`config.mk`:
```
export PLATFORM = sky130hd
export DESIGN_NAME = cassette_streamer_flat
export DESIGN_NICKNAME = d
export VERILOG_FILES = /design/src/rtl/cassette_streamer_if.sv /design/src/rtl/cassette_streamer.sv /design/src/flat_wrapper.sv
export SDC_FILE = /design/constraint.sdc
export NUM_CORES = 1
export LEC_CHECK = 0
export CAP_MARGIN = 10
export CORE_MARGIN = 5
export CORE_UTILIZATION = 35
export CTS_BUF_LIST = sky130_fd_sc_hd__clkbuf_2 sky130_fd_sc_hd__clkbuf_4 sky130_fd_sc_hd__clkbuf_8
export DETAILED_ROUTE_END_ITERATION = 6
export GPL_TIMING_DRIVEN = 1
export PLACE_DENSITY = 0.63
export SYNTH_ARGS = -nofsm -noshare
export SYNTH_HDL_FRONTEND = slang
export SYNTH_SLANG_ARGS = --single-unit
```
`constraint.sdc`:
```
create_clock -name clk -period 2.65 [get_ports clk]
set_input_delay 0.3975 -clock clk [delete_from_list [all_inputs] [get_ports clk]]
set_output_delay 0.3975 -clock clk [all_outputs]
set_load 0.01 [all_outputs]
```
`src/rtl/cassette_streamer_if.sv`:
```
// SDRAM read handshake between cassette_streamer (master) and the memory side (slave).
interface cassette_streamer_if #(
  parameter int ADDR_W = 25
);
  logic [ADDR_W-1:0] sdram_addr;
  logic              sdram_rd;
  logic              sdram_ack;
  logic [7:0]        sdram_data;

  modport master (
    output sdram_addr,
    output sdram_rd,
    input  sdram_ack,
    input  sdram_data
  );

  modport slave (
    input  sdram_addr,
    input  sdram_rd,
    output sdram_ack,
    output sdram_data
  );
endinterface

```
`src/rtl/cassette_streamer.sv`:
```
// CoCo tape playback: streams an SDRAM cassette image as LSB-first 1200/2400 Hz FSK.
// Optional feature macro CASSETTE_NAME_GAP_EN: silent gap after the namefile block.
module cassette_streamer #(
  parameter int ADDR_W    = 25,
  parameter int HALF0     = 372,
  parameter int HALF1     = 186,
  parameter int GAP_TICKS = 445000,
  parameter int HCNT_W    = 19
) (
  input  logic                clk,
  input  logic                reset_n,
  input  logic                Q,
  input  logic                play,
  input  logic                motor,
  input  logic                rewind,
  input  logic [ADDR_W-1:0]   tape_len,
  cassette_streamer_if.master mem,
  output logic                data,
  output logic [2:0]          status,
  output logic                busy
);

  typedef enum logic [2:0] {
    ST_IDLE  = 3'd0,
    ST_FETCH = 3'd1,
    ST_SHIFT = 3'd2,
    ST_GAP   = 3'd3,
    ST_DONE  = 3'd4
  } state_t;

  // PH_WAIT: byte latched, first high half starts on the next tick
  typedef enum logic [1:0] {
    PH_WAIT = 2'd0,
    PH_HIGH = 2'd1,
    PH_LOW  = 2'd2
  } phase_t;

  localparam logic [HCNT_W-1:0] H0       = HCNT_W'(HALF0);
  localparam logic [HCNT_W-1:0] H1       = HCNT_W'(HALF1);
  localparam logic [HCNT_W-1:0] GAP_LOAD = HCNT_W'(GAP_TICKS);
  localparam logic [HCNT_W-1:0] CNT_ONE  = HCNT_W'(1);
  localparam logic [HCNT_W-1:0] CNT_ZERO = HCNT_W'(0);
  localparam logic [23:0] SEQ_NAME = 24'h553C00;
  localparam logic [23:0] SEQ_GAP  = 24'h555555;
  localparam logic [23:0] SEQ_EOF  = 24'h553CFF;
  localparam logic [23:0] SEQ_END  = 24'h00FF55;

  state_t            state_r, state_s;
  phase_t            phase_r, phase_s;
  logic              q_prev_r, rewind_prev_r;
  logic [ADDR_W-1:0] addr_r, addr_s, addr_inc_s;
  logic              rd_r, rd_s;
  logic              data_r, data_s;
  logic              eof_r, eof_s;
  logic              busy_r, busy_s;
  logic [23:0]       seq_r, seq_s;
  logic [7:0]        shift_r, shift_s;
  logic [2:0]        bit_idx_r, bit_idx_s;
  logic [HCNT_W-1:0] cnt_r, cnt_s, half_s, half_next_s;
`ifdef CASSETTE_NAME_GAP_EN
  logic              name_r, name_s;
`endif
  logic              tick_s, step_s, rewind_edge_s;

  assign tick_s        = Q & ~q_prev_r;
  assign step_s        = tick_s & play & motor;
  assign rewind_edge_s = rewind & ~rewind_prev_r;
  assign addr_inc_s    = addr_r + ADDR_W'(1);
  assign half_s        = shift_r[bit_idx_r] ? H1 : H0;
  assign half_next_s   = shift_r[bit_idx_r + 3'd1] ? H1 : H0;

  assign mem.sdram_addr = addr_r;
  assign mem.sdram_rd   = rd_r;
  assign data           = data_r;
  assign status         = state_r;
  assign busy           = busy_r;

  // Next-state and datapath decode for the playback FSM
  always_comb begin
    state_s   = state_r;
    phase_s   = phase_r;
    addr_s    = addr_r;
    rd_s      = rd_r;
    data_s    = data_r;
    eof_s     = eof_r;
    seq_s     = seq_r;
    shift_s   = shift_r;
    bit_idx_s = bit_idx_r;
    cnt_s     = cnt_r;
`ifdef CASSETTE_NAME_GAP_EN
    name_s    = name_r;
`endif
    if (rewind_edge_s) begin
      state_s   = ST_IDLE;
      phase_s   = PH_WAIT;
      addr_s    = {ADDR_W{1'b0}};
      rd_s      = 1'b0;
      data_s    = 1'b0;
      eof_s     = 1'b0;
      seq_s     = 24'h000000;
      bit_idx_s = 3'd0;
      cnt_s     = CNT_ZERO;
`ifdef CASSETTE_NAME_GAP_EN
      name_s    = 1'b0;
`endif
    end else begin
      case (state_r)
        ST_IDLE: begin
          data_s = 1'b0;
          if (step_s) begin
            if (tape_len == {ADDR_W{1'b0}}) begin
              state_s = ST_DONE;
            end else begin
              state_s = ST_FETCH;
            end
          end else begin
            state_s = ST_IDLE;
          end
        end
        ST_FETCH: begin
          data_s = 1'b0;
          // an ack only counts while our request is actually up
          if (rd_r && mem.sdram_ack) begin
            rd_s      = 1'b0;
            shift_s   = mem.sdram_data;
            seq_s     = {seq_r[15:0], mem.sdram_data};
            bit_idx_s = 3'd0;
            phase_s   = PH_WAIT;
            state_s   = ST_SHIFT;
          end else begin
            rd_s = 1'b1;
          end
        end
        ST_SHIFT: begin
          if (step_s) begin
            case (phase_r)
              PH_WAIT: begin
                data_s  = 1'b1;
                cnt_s   = half_s;
                phase_s = PH_HIGH;
              end
              PH_HIGH: begin
                if (cnt_r == CNT_ONE) begin
                  data_s  = 1'b0;
                  cnt_s   = half_s;
                  phase_s = PH_LOW;
                end else begin
                  cnt_s = cnt_r - CNT_ONE;
                end
              end
              PH_LOW: begin
                if (cnt_r != CNT_ONE) begin
                  cnt_s = cnt_r - CNT_ONE;
                end else if (bit_idx_r != 3'd7) begin
                  bit_idx_s = bit_idx_r + 3'd1;
                  data_s    = 1'b1;
                  cnt_s     = half_next_s;
                  phase_s   = PH_HIGH;
                end else begin
                  // byte complete; the counter preload only matters if we enter GAP
                  phase_s = PH_WAIT;
                  addr_s  = addr_inc_s;
                  cnt_s   = GAP_LOAD;
                  if (seq_r == SEQ_EOF) begin
                    eof_s = 1'b1;
                  end else begin
                    eof_s = eof_r;
                  end
`ifdef CASSETTE_NAME_GAP_EN
                  if (seq_r == SEQ_NAME) begin
                    name_s = 1'b1;
                  end else if (seq_r == SEQ_GAP && name_r) begin
                    name_s = 1'b0;
                  end else begin
                    name_s = name_r;
                  end
`endif
                  if (addr_inc_s == tape_len) begin
                    state_s = ST_DONE;
                  end else if (seq_r == SEQ_END && eof_r) begin
                    state_s = ST_DONE;
`ifdef CASSETTE_NAME_GAP_EN
                  end else if (seq_r == SEQ_GAP && name_r) begin
                    state_s = ST_GAP;
`endif
                  end else begin
                    state_s = ST_FETCH;
                  end
                end
              end
              default: phase_s = PH_WAIT;
            endcase
          end else begin
            phase_s = phase_r;
          end
        end
`ifdef CASSETTE_NAME_GAP_EN
        ST_GAP: begin
          data_s = 1'b0;
          if (step_s) begin
            if (cnt_r <= CNT_ONE) begin
              cnt_s   = CNT_ZERO;
              state_s = ST_FETCH;
            end else begin
              cnt_s = cnt_r - CNT_ONE;
            end
          end else begin
            cnt_s = cnt_r;
          end
        end
`endif
        ST_DONE: begin
          data_s  = 1'b0;
          state_s = ST_DONE;
        end
        default: begin
          data_s  = 1'b0;
          state_s = ST_IDLE;
        end
      endcase
    end
    busy_s = (state_s == ST_FETCH) || (state_s == ST_SHIFT) || (state_s == ST_GAP);
  end

  // FSM state register
  always_ff @(posedge clk) begin
    if (!reset_n) begin
      state_r <= ST_IDLE;
    end else begin
      state_r <= state_s;
    end
  end

  // Datapath, edge-detect history and registered outputs
  always_ff @(posedge clk) begin
    if (!reset_n) begin
      phase_r       <= PH_WAIT;
      q_prev_r      <= 1'b0;
      rewind_prev_r <= 1'b0;
      addr_r        <= {ADDR_W{1'b0}};
      rd_r          <= 1'b0;
      data_r        <= 1'b0;
      eof_r         <= 1'b0;
      busy_r        <= 1'b0;
      seq_r         <= 24'h000000;
      shift_r       <= 8'h00;
      bit_idx_r     <= 3'd0;
      cnt_r         <= CNT_ZERO;
`ifdef CASSETTE_NAME_GAP_EN
      name_r        <= 1'b0;
`endif
    end else begin
      phase_r       <= phase_s;
      q_prev_r      <= Q;
      rewind_prev_r <= rewind;
      addr_r        <= addr_s;
      rd_r          <= rd_s;
      data_r        <= data_s;
      eof_r         <= eof_s;
      busy_r        <= busy_s;
      seq_r         <= seq_s;
      shift_r       <= shift_s;
      bit_idx_r     <= bit_idx_s;
      cnt_r         <= cnt_s;
`ifdef CASSETTE_NAME_GAP_EN
      name_r        <= name_s;
`endif
    end
  end

endmodule
```
`src/flat_wrapper.sv`:
```
// flat-port wrapper written by rule: the top's interface ports become plain ports
module cassette_streamer_flat 
#(
  parameter int ADDR_W    = 25,
  parameter int HALF0     = 372,
  parameter int HALF1     = 186,
  parameter int GAP_TICKS = 445000,
  parameter int HCNT_W    = 19
)
  (clk, reset_n, Q, play, motor, rewind, tape_len, data, status, busy, mem_sdram_addr, mem_sdram_rd, mem_sdram_ack, mem_sdram_data);
  cassette_streamer_if #(.ADDR_W(ADDR_W)) mem_i ();
  input  logic clk;
  input  logic reset_n;
  input  logic Q;
  input  logic play;
  input  logic motor;
  input  logic rewind;
  input  logic [ADDR_W-1:0] tape_len;
  output logic data;
  output logic [2:0] status;
  output logic busy;
  output wire logic [$bits(mem_i.sdram_addr)-1:0] mem_sdram_addr;
  output wire logic [$bits(mem_i.sdram_rd)-1:0] mem_sdram_rd;
  input wire logic [$bits(mem_i.sdram_ack)-1:0] mem_sdram_ack;
  input wire logic [$bits(mem_i.sdram_data)-1:0] mem_sdram_data;
  assign mem_sdram_addr = mem_i.sdram_addr;
  assign mem_sdram_rd = mem_i.sdram_rd;
  assign mem_i.sdram_ack = mem_sdram_ack;
  assign mem_i.sdram_data = mem_sdram_data;
  cassette_streamer #(.ADDR_W(ADDR_W), .HALF0(HALF0), .HALF1(HALF1), .GAP_TICKS(GAP_TICKS), .HCNT_W(HCNT_W)) u_core (.clk(clk), .reset_n(reset_n), .Q(Q), .play(play), .motor(motor), .rewind(rewind), .tape_len(tape_len), .mem(mem_i), .data(data), .status(status), .busy(busy));
endmodule
```
==> out/results.ini <==
[synthesis]
synth_largest_type_area_fraction = 0.340
synth_edf_count = 0
postSynthAreaPerCell_um2 = 7.87
most_frequent_cell_after_synthesis = sky130_fd_sc_hd__dfxtp_1
ys_ff_latch = 90
mappedNetlistNets = 723
netlist_top_cells_count = 90 x sky130_fd_sc_hd__dfxtp_1, 89 x sky130_fd_sc_hd__nand2_1, 72 x sky130_fd_sc_hd__nor2_1
synth_seq_area_share = 0.340
synthDominantAreaCellType = sky130_fd_sc_hd__dfxtp_1
synthesis.area_um2 = 5300
synth-main-ff-cell = sky130_fd_sc_hd__dfxtp_1
postSynth.asyncResetShare = 0
yosysWarnings = 0
synthesis.instances = 673
synth_cell_types = 59
synth.top_cells.by_area = sky130_fd_sc_hd__dfxtp_1 34%, sky130_fd_sc_hd__nand2_1 6.3%, sky130_fd_sc_hd__xnor2_1 6.1%

[detailed_routing]
routed_wire_length_per_instance_um = 15.0
finalWirelength_mm = 14.3
drc_errors = 0
route.vias.total = 5126
number_of_drc_violations_after_detailed_routing_iteration_0 = 380
via_per_inst = 5.37
detail-route-antenna-nets = 0
drt_pre_antenna_iters = 5

[run]
cap_violations = 0

[placed_design]
detailed_place_hpwl_mm = 11.0
placement.setup.worst_slack_ns = -0.0622
postPlaceCellArea_um2 = 6460
port_buffers = 70
gp_routability_congestion = 0.854
place_inst = 938

[timing]
layout_min_cycle_time_ns = 2.46
final-setup-viol-count = 0
grt_setup_unrepaired = no
drv_slew = 0
tightestPinTransition_ns = 0.513
timing.slew.headroom = 0.655
number_of_failing_hold_endpoints_at_the_final_stage = 0
fmax_mhz = 407
clock_skew_ns = 0.0152
timing.final.crit_share = 0.928
timing.final.ws_setup_ns = 0.191
final.setup.tns_ns = 0

[final_layout]
stdcell_count = 955
final_net_count = 812
area_delta_synth_final_pct = 26.8
diodes = 0
drive_above_1_share = 0.117
finish.instance_area_um2 = 6720

[critical_path]
maximum_cell_stage_delay_along_the_critical_path_ns = 0.41
critical_path.endpoint_type = register
critical_path_s_most_frequent_cell = sky130_fd_sc_hd__nor4_1
critical_path.startpoint_type = register
setup.worst_path.class = register to register
worstPathRequired_ns = 2.97
path_delay_family = simple AND/OR/NAND/NOR gates
worst-endpoint-arrival_ns = 2.78
cp_cell_sequence = ha_1, nand3_1, buf_4, nor4_1, xnor2_1, nor3_1, nand3b_1, nor4_1, o21a_1
slowest_stage = sky130_fd_sc_hd__nor4_1
path_buf_inv = 1
critical_path_peak_fanout = 6

[floorplanning]
floorplan.die_area_um2 = 17700
core_region_area_um2 = 15000
top_ports = 71
die_width_um = 133
dieHeight_um = 133
floorplan.initialDensity = 0.352
rows = 45

[clock_tree]
htree_num_levels = 3
insertion_delay_to_the_later_sink_of_the_worst_skew_pair_ns = 0.38
cts.sink_count = 90
cts.hold.buffers_added = 0
clk_path_buf_depth = 2
cts_inserted_buffers = 9
clock_tree.root_cell = sky130_fd_sc_hd__clkbuf_8
tritoncts_clock_tree = built
clock_transition_time_at_the_flip_flop_clock_pins_of_the_worst_setup_and_hold_paths_ns = 0.10

[power]
power.share.combinational = 0.072
pwr-share-seq = 0.531
p_int_mw = 1.91
pwr_density_cell_nw_per_um2 = 380
power.static_leakage_nw = 2.33
peakVddDrop_mv = 0.338
report.power.total_mw = 2.55
power_frac_clock = 0.397
power.switching_mw = 0.639
swShare = 0.250

[global_route]
grt_max_degree = 41
globalRoute.totalOverflow = 0
first_global_vias = 4944
antenna_found_initial = 0
global_route.usage.total = 0.160
wire_length_of_the_first_global_routing_pass_mm = 23.7

[worst_hold_path]
hp-class = register to register

[status]
outcome = complete, no violations

==> state kept, by name, summed over array words and instances (netlist names) <==
| name | count |
|---|---|
| u_core.data | 1 |
| u_core.shift_r | 8 |
| u_core.phase_r | 2 |
| u_core.status | 3 |
| u_core.eof_r | 1 |
| u_core.mem.sdram_addr | 25 |
| u_core.bit_idx_r | 3 |
| u_core.mem.sdram_rd | 1 |
| u_core.q_prev_r | 1 |
| u_core.cnt_r | 19 |
| u_core.busy | 1 |
| u_core.seq_r | 24 |
| u_core.rewind_prev_r | 1 |
==> worst reg2reg max path, stage by stage, from the launching register on <==
cell and delay, ns:
sky130_fd_sc_hd__dfxtp_1 0.36, sky130_fd_sc_hd__ha_1 0.18, sky130_fd_sc_hd__nand3_1 0.24, sky130_fd_sc_hd__buf_4 0.23, sky130_fd_sc_hd__nor4_1 0.37, sky130_fd_sc_hd__xnor2_1 0.14
sky130_fd_sc_hd__nor3_1 0.19, sky130_fd_sc_hd__nand3b_1 0.10, sky130_fd_sc_hd__nor4_1 0.41, sky130_fd_sc_hd__o21a_1 0.18
==> per-stage QoR <==
| stage | utilization | hold WS (ns) |
|---|---|---|
| after floorplan | - | 0.431 |
| after global placement | 0.430 | 0.439 |
| after detailed placement | 0.430 | 0.445 |
| after CTS | 0.444 | 0.459 |
| after global routing | 0.447 | 0.484 |
| final | 0.447 | 0.456 |
==> cell type report <==
class,count,area (um^2)
flip-flops and latches,90,1800
clock inverters,7,92.6
inverters,11,41.3
multi-input cells,531,3340
repair buffers,119,1080
clock buffers,9,124
well taps,188,235
fillers,1479,8320
==> power by group through the flow <==
stage	Combinational, mW	Clock [mW]	Sequential, mW
6_report	0.184	1.01	1.36
5_1_grt	0.199	1.10	1.36
4_1_cts	0.184	1.05	1.36
3_5_place_dp	0.183	0	1.39
3_3_place_gp	0.181	0	1.39
2_1_floorplan	0.0814	0	1.39
==> layer usage <==
metal  share of wire  track usage  vias to the layer above
met5               0            0                        -
met4           0.020       0.0497                        0
met3           0.043       0.0445                       21
met2            0.49        0.273                       91
met1            0.45        0.197                     2430
li1                -            -                     2584
==> kinds of logic after synthesis <==
family | synth area share
flops | 0.340
fa+ha+maj | 0.0236
xor+xnor | 0.109
simple gates | 0.293
compound gates | 0.161
mux | 0.0364
buf+inv | 0.0376
==> timing repair <==
item | in CTS | in global routing
gates resized for setup | 0 | 4
setup buffers | 0 | 1
hold endpoints to repair | 0 | 0
endpoints found under the setup margin | 0 | 5
==> worst paths after layout <==
check / endpoint / depth (start not counted) / startpoint / slack [ns]
setup / recovery: u_core.status[2] / 9 / u_core.mem.sdram_addr[0] / 0.19
setup reg to reg: u_core.status[2] / 9 / u_core.mem.sdram_addr[0] / 0.19
hold reg to reg: u_core.seq_r[23] / 2 / u_core.seq_r[23] / 0.46
hold / removal: u_core.seq_r[23] / 2 / u_core.seq_r[23] / 0.46
==> cells in the final DEF, fill, tap and decap left out, types with 8 or more instances in the layout <==
| cell type | n |
|---|---|
| sky130_fd_sc_hd__a21boi_0 | 9 |
| sky130_fd_sc_hd__a21oi_1 | 52 |
| sky130_fd_sc_hd__buf_4 | 48 |
| sky130_fd_sc_hd__clkbuf_8 | 9 |
| sky130_fd_sc_hd__clkdlybuf4s50_1 | 70 |
| sky130_fd_sc_hd__dfxtp_1 | 90 |
| sky130_fd_sc_hd__ha_1 | 10 |
| sky130_fd_sc_hd__inv_1 | 11 |
| sky130_fd_sc_hd__mux2i_1 | 8 |
| sky130_fd_sc_hd__nand2_1 | 88 |
| sky130_fd_sc_hd__nand3_1 | 35 |
| sky130_fd_sc_hd__nand4_1 | 21 |
| sky130_fd_sc_hd__nor2_1 | 71 |
| sky130_fd_sc_hd__nor3_1 | 15 |
| sky130_fd_sc_hd__nor4_1 | 16 |
| sky130_fd_sc_hd__o21ai_0 | 26 |
| sky130_fd_sc_hd__or3_1 | 8 |
| sky130_fd_sc_hd__xnor2_1 | 37 |
| sky130_fd_sc_hd__xor2_1 | 26 |
(Power assumes the default switching activity.)
